[src/rtl/psp_mem_pkg.sv]
// Shared definitions for the main-memory port arbiters of the psp top level.
package psp_mem_pkg;

    localparam int PSP_ADDR_W = 32;
    localparam int PSP_DATA_W = 32;

    typedef enum logic [1:0] {
        IDLE,
        ISSUE,
        WAIT,
        RESP
    } arb_state_t;

    // Index width for a requester count, never narrower than one bit.
    function automatic int idx_width(input int n);
        return (n > 1) ? $clog2(n) : 1;
    endfunction

endpackage

[src/rtl/rr_picker.sv]
// Combinational round-robin search: first set request bit above last_i, wrapping.
module rr_picker
    import psp_mem_pkg::*;
#(
    parameter int N_REQ = 2,
    localparam int IDX_W = idx_width(N_REQ)
) (
    input  logic [N_REQ-1:0] req_i,
    input  logic [IDX_W-1:0] last_i,
    output logic             grant_o,
    output logic [IDX_W-1:0] idx_o
);

    logic [IDX_W-1:0] cand;

    always_comb begin
        grant_o = 1'b0;
        idx_o   = '0;
        cand    = '0;
        // Offsets 1..N_REQ put the last winner at the lowest priority.
        for (int k = 1; k <= N_REQ; k++) begin
            cand = IDX_W'((int'(last_i) + k) % N_REQ);
            if (!grant_o && req_i[cand]) begin
                grant_o = 1'b1;
                idx_o   = cand;
            end
        end
    end

endmodule

[src/rtl/mem_arbiter.sv]
// Round-robin arbiter sharing one main-memory port between N_REQ requesters,
// one transaction in flight at a time with a fixed memory read latency.
module mem_arbiter
    import psp_mem_pkg::*;
#(
    parameter int N_REQ       = 2,
    parameter int ADDR_W      = PSP_ADDR_W,
    parameter int DATA_W      = PSP_DATA_W,
    parameter int MEM_LATENCY = 1
) (
    input  logic                    clk,
    input  logic                    reset,
    input  logic [N_REQ-1:0]        req_valid,
    input  logic [N_REQ-1:0]        req_we,
    input  logic [N_REQ*ADDR_W-1:0] req_addr,
    input  logic [N_REQ*DATA_W-1:0] req_wdata,
    output logic [N_REQ-1:0]        req_ready,
    output logic [N_REQ-1:0]        resp_valid,
    output logic [DATA_W-1:0]       resp_rdata,
    output logic [ADDR_W-1:0]       mem_addr,
    output logic [DATA_W-1:0]       mem_data_i,
    output logic                    mem_data_en,
    output logic                    mem_write_en,
    input  logic [DATA_W-1:0]       mem_data_o
);

    localparam int IDX_W = idx_width(N_REQ);
    localparam int CNT_W = $clog2(MEM_LATENCY + 1);

    arb_state_t       state_q;
    logic [IDX_W-1:0] rr_last_q;
    logic [IDX_W-1:0] owner_q;
    logic [CNT_W-1:0] cnt_q;
    logic [ADDR_W-1:0] mem_addr_q;
    logic [DATA_W-1:0] mem_wdata_q;
    logic             mem_en_q;
    logic             mem_we_q;
    logic [N_REQ-1:0] resp_valid_q;
    logic [DATA_W-1:0] resp_rdata_q;

    logic             pick_grant;
    logic [IDX_W-1:0] pick_idx;
    logic [N_REQ-1:0] pick_onehot;
    logic [N_REQ-1:0] owner_onehot;
    logic [ADDR_W-1:0] addr_arr  [N_REQ];
    logic [DATA_W-1:0] wdata_arr [N_REQ];

    rr_picker #(.N_REQ(N_REQ)) u_picker (
        .req_i   (req_valid),
        .last_i  (rr_last_q),
        .grant_o (pick_grant),
        .idx_o   (pick_idx)
    );

    for (genvar gi = 0; gi < N_REQ; gi++) begin : g_req
        assign addr_arr[gi]     = req_addr[gi*ADDR_W +: ADDR_W];
        assign wdata_arr[gi]    = req_wdata[gi*DATA_W +: DATA_W];
        assign pick_onehot[gi]  = (pick_idx == IDX_W'(gi));
        assign owner_onehot[gi] = (owner_q == IDX_W'(gi));
    end

    // The accept pulse must land in the sampling cycle, so it is the only
    // output decoded from live inputs; reset masks it while asserted.
    assign req_ready = (state_q == IDLE && pick_grant && !reset) ? pick_onehot : '0;

    assign resp_valid   = resp_valid_q;
    assign resp_rdata   = resp_rdata_q;
    assign mem_addr     = mem_addr_q;
    assign mem_data_i   = mem_wdata_q;
    assign mem_data_en  = mem_en_q;
    assign mem_write_en = mem_we_q;

    always_ff @(posedge clk or posedge reset) begin
        if (reset) begin
            state_q      <= IDLE;
            rr_last_q    <= IDX_W'(N_REQ - 1);
            owner_q      <= '0;
            cnt_q        <= '0;
            mem_addr_q   <= '0;
            mem_wdata_q  <= '0;
            mem_en_q     <= 1'b0;
            mem_we_q     <= 1'b0;
            resp_valid_q <= '0;
            resp_rdata_q <= '0;
        end else begin
            unique case (state_q)
                IDLE: begin
                    // Memory registers double as the latched request fields.
                    if (pick_grant) begin
                        owner_q     <= pick_idx;
                        rr_last_q   <= pick_idx;
                        mem_addr_q  <= addr_arr[pick_idx];
                        mem_wdata_q <= wdata_arr[pick_idx];
                        mem_we_q    <= req_we[pick_idx];
                        mem_en_q    <= 1'b1;
                        state_q     <= ISSUE;
                    end
                end
                ISSUE: begin
                    mem_addr_q  <= '0;
                    mem_wdata_q <= '0;
                    mem_we_q    <= 1'b0;
                    mem_en_q    <= 1'b0;
                    cnt_q       <= CNT_W'(MEM_LATENCY);
                    state_q     <= WAIT;
                end
                WAIT: begin
                    cnt_q <= cnt_q - CNT_W'(1);
                    if (cnt_q == CNT_W'(1)) begin
                        resp_rdata_q <= mem_data_o;
                        resp_valid_q <= owner_onehot;
                        state_q      <= RESP;
                    end
                end
                RESP: begin
                    resp_valid_q <= '0;
                    state_q      <= IDLE;
                end
                default: state_q <= IDLE;
            endcase
        end
    end

    a_ready_onehot: assert property (@(posedge clk) disable iff (reset) $onehot0(req_ready));
    a_resp_onehot:  assert property (@(posedge clk) disable iff (reset) $onehot0(resp_valid));
    a_no_overlap:   assert property (@(posedge clk) disable iff (reset) !(|req_ready && |resp_valid));
    a_en_in_issue:  assert property (@(posedge clk) disable iff (reset) mem_data_en |-> state_q == ISSUE);

endmodule

[config.mk]
export PLATFORM = sky130hd
export DESIGN_NAME = mem_arbiter
export DESIGN_NICKNAME = d
export VERILOG_FILES = /design/src/rtl/psp_mem_pkg.sv /design/src/rtl/rr_picker.sv /design/src/rtl/mem_arbiter.sv
export SDC_FILE = /design/constraint.sdc
export NUM_CORES = 1
export LEC_CHECK = 0
export BUFFER_PORTS_ARGS = -buffer_cell sky130_fd_sc_hd__buf_2
export CAP_MARGIN = 20
export CORE_ASPECT_RATIO = 0.7
export CORE_MARGIN = 1.5
export CORE_UTILIZATION = 40
export CTS_BUF_LIST = sky130_fd_sc_hd__clkbuf_4
export DETAILED_ROUTE_END_ITERATION = 16
export HOLD_SLACK_MARGIN = 0.03
export PLACE_DENSITY = 0.78
export SETUP_SLACK_MARGIN = 0.1
export SLEW_MARGIN = 10
export SYNTH_ARGS = -nofsm -noshare
export SYNTH_HDL_FRONTEND = slang
export SYNTH_SLANG_ARGS = --single-unit
[constraint.sdc]
create_clock -name clk -period 9.3 [get_ports clk]
set_input_delay 0.465 -clock clk [delete_from_list [all_inputs] [get_ports clk]]
set_output_delay 0.465 -clock clk [all_outputs]
set_load 0.01 [all_outputs]
==> out/metrics.csv <==
metric,value,unit
Clk network pwr share,12.1,%
largest net degree at the start of global routing,68,
"Req. time, crit path",9.70,ns
dpl cells,732,
RSZ-0062 raised after global routing,false,
type of the worst min-delay path,in2reg,
Layout Skew,0.01513,ns
CP startpoint,state_q[0]$_DFFE_PP0P_,
fillers,946,
initial detailed-routing violation count,160,
share of layout cells above drive strength 1,54.94,%
switching fraction of total power,38.49,%
clk slew on worst S/H paths,0.18,ns
Max VDD drop,0.0002487,V
"Top FF cell, synth",dfrtp_1,
Reg power frac,38.7,%
Via Count,4058,
post-synth top area share,56.91,%
Commonest cells post-synth,"dfrtp_1 (104), a221o_1 (65), a21boi_1 (35)",
syn nets,510,
WL/cell,18.00,um
Max Cap Violations,0,
ant diodes,0,
final net count,763,
CTS root buffer,clkbuf_4,
initial core utilization,41.23,%
DRT Wirelength,13500,um
H-tree Lvls,3,
Comb pwr share,49.2,%
part of the cycle the worst path needs,26.21,%
Unique masters post-synth,29,
clock sink count,105,
yosys warns,0,
PwrDens,335.4,mW/mm2
Int Pwr,1.271,mW
slew margin rel.,43.82,%
crit path DAT,2.84,ns
"Worst Setup Slack, final",6.862,ns
Final Hold Vio Count,0,
Worst-Margin Slew,0.8427,ns
worst setup path endpoint,mem_addr[11]$_DFFE_PP0P_,
placed inst area,0.005979,mm2
number of I/O pins,268,
DRC errors left,0,
pre-CTS setup slack,6.788,ns
Core Region,0.01109,mm2
Final Setup Violations,0,
biggest area consumer among synthesized cells,dfrtp_1,
CP max FO,36,
Clock Path Buffers,2,
drt first pass iters,4,
post-route cell area,0.006160,mm2
worst hold slack,0.2201,ns
Synth async-reset ratio,100.0,%
vias per cell,5.411,
initial antenna violation count,0,
Area Overhead vs Synth,34.69,%
R2R depth,5,
CTS Buf Count,9,
Die W,130.8,um
largest cells by area after synthesis,"dfrtp_1 (57%), a221o_1 (14%), mux2_2 (8.4%)",
Hold Path Depth,2,
post_cts resized,0,
Final Max Tran Viols,0,
IO Port Bufs,267,
Leak,3.211,nW
Syn Inst Count,339,
Reg2Reg Launch Point,state_q[0]$_DFFE_PP0P_,
Die Area,0.01209,mm2
FMAX,410.2,MHz
status,"complete, no violations",
first-pass GRT wire length,20250,um
r2r endpoint,mem_addr[11]$_DFFE_PP0P_,
setup_tns,0,ns
sequential cell area fraction in the yosys report,57.48,%
CTS tree,built,
"Setup Fix Bufs, Post-CTS",0,
kind of critical path,reg2reg,
mean post-synth cell area,13.49,um2
CP Capture Type,register,
Switch Pwr,795.3,uW
All-Layer GR Usage,21.80,%
final non-filler cell total,750,
Final min period,2.438,ns
#FFs+latches synth,105,
Synth Cell Area,0.004573,mm2
most frequent cell after synthesis,dfrtp_1,
Placer Congestion,0.7715,
hold_buf cts,1,
Worst setup SP type,register,
post-DP HPWL,9658,um
Final ANT Viol Nets,0,
number of flops mapped to enable cells by yosys,0,
Die Ht,92.46,um
Overflow after GRT,0,
vias in the first global route,4049,
clk_lat worst skew,0.45,ns
row cnt,32,
Reg2Reg Setup Slack,6.86,ns
==> worst min path at each step <==
stage	from	slack, ns	to
floorplan	owner_q$_DFFE_PP0P_	0.46	resp_valid[0]$_DFFE_PP0P_
global placement	mem_data_en$_DFFE_PP0P_	0.46	mem_data_en$_DFFE_PP0P_
detailed placement	mem_data_en$_DFFE_PP0P_	0.47	mem_data_en$_DFFE_PP0P_
CTS	req_addr[6]	0.18	mem_addr[6]$_DFFE_PP0P_
global route	mem_data_o[19]	0.16	resp_rdata[19]$_DFFE_PP0P_
finish	req_addr[6]	0.22	mem_addr[6]$_DFFE_PP0P_
==> logic make-up after synthesis <==
logic type | Yosys count | share of synthesized area, %
flops | 105 | 57.48
simple gates | 21 | 2.544
compound gates | 139 | 26.13
mux | 34 | 8.372
buf+inv | 35 | 4.104
fa+ha+maj | 5 | 1.368
==> cell usage in the layout, fill, tap and decap left out, types with 2 or more instances in the layout <==
| cell type | netlist | layout |
|---|---|---|
| a21boi_0 | 30 | 30 |
| a21boi_1 | 35 | 35 |
| a21oi_1 | 2 | 2 |
| a221o_1 | 65 | 65 |
| a31oi_1 | 2 | 2 |
| buf_2 | 18 | 267 |
| buf_4 | 1 | 4 |
| clkbuf_4 | 0 | 9 |
| dfrtp_1 | 104 | 104 |
| ha_1 | 5 | 5 |
| inv_1 | 3 | 2 |
| inv_6 | 0 | 3 |
| inv_8 | 0 | 2 |
| mux2_2 | 34 | 34 |
| nand2_1 | 7 | 7 |
| nor2_1 | 4 | 4 |
| nor2b_1 | 2 | 2 |
| o21ai_0 | 2 | 2 |
==> registers in the layout (all words and copies together), names as in the netlist, 2 cells and up <==
register,flops
resp_valid,2
state_q,2
mem_addr,32
resp_rdata,32
mem_data_i,32
==> metrics by stage <==
| step | util [%] | total power, mW |
|---|---|---|
| floorplan | - | 1.434 |
| detailed placement | 53.91 | 1.809 |
| global route | 55.54 | 2.209 |
| global placement | 53.78 | 1.761 |
| CTS | 55.36 | 2.067 |
| finish | 55.54 | 2.066 |
==> worst max-delay path, cell delays in order (launching register included) <==
cell	delay, ns
dfrtp_1	0.45
inv_1	0.14
ha_1	0.31
and4b_2	0.71
buf_4	0.50
a221o_1	0.24
==> per-layer routing <==
| metal | up-vias | wire length (um) | share of wire [%] | global-route usage (%) |
|---|---|---|---|---|
| met5 | - | 0 | 0 | 0 |
| met4 | 0 | 195 | 1.4 | 6.136 |
| met3 | 18 | 1093 | 8.1 | 6.759 |
| met2 | 200 | 6777 | 50 | 38.16 |
| met1 | 2017 | 5436 | 40 | 25.79 |
| li1 | 1823 | - | - | - |
==> final cells by class <==
class                           count  area, um2  area share [%]
Clock buffer                        9      67.56           1.097
Clock inverter                      7      82.58           1.341
Inverter                            3      13.76          0.2234
Multi-Input combinational cell    199       1764           28.64
Sequential cell                   105       2629           42.68
Tap cell                          153      191.4           3.108
Timing Repair Buffer              274       1411           22.91
==> power by group through the flow <==
stage / sequential (mW) / clock (mW) / combinational (mW)
final: 0.800 / 0.250 / 1.02
after global routing: 0.831 / 0.278 / 1.10
after CTS: 0.801 / 0.260 / 1.01
after detailed placement: 0.805 / 0 / 1.00
after global placement: 0.802 / 0 / 0.959
after floorplan: 0.905 / 0 / 0.529
Power figures use the tool's default switching activity.
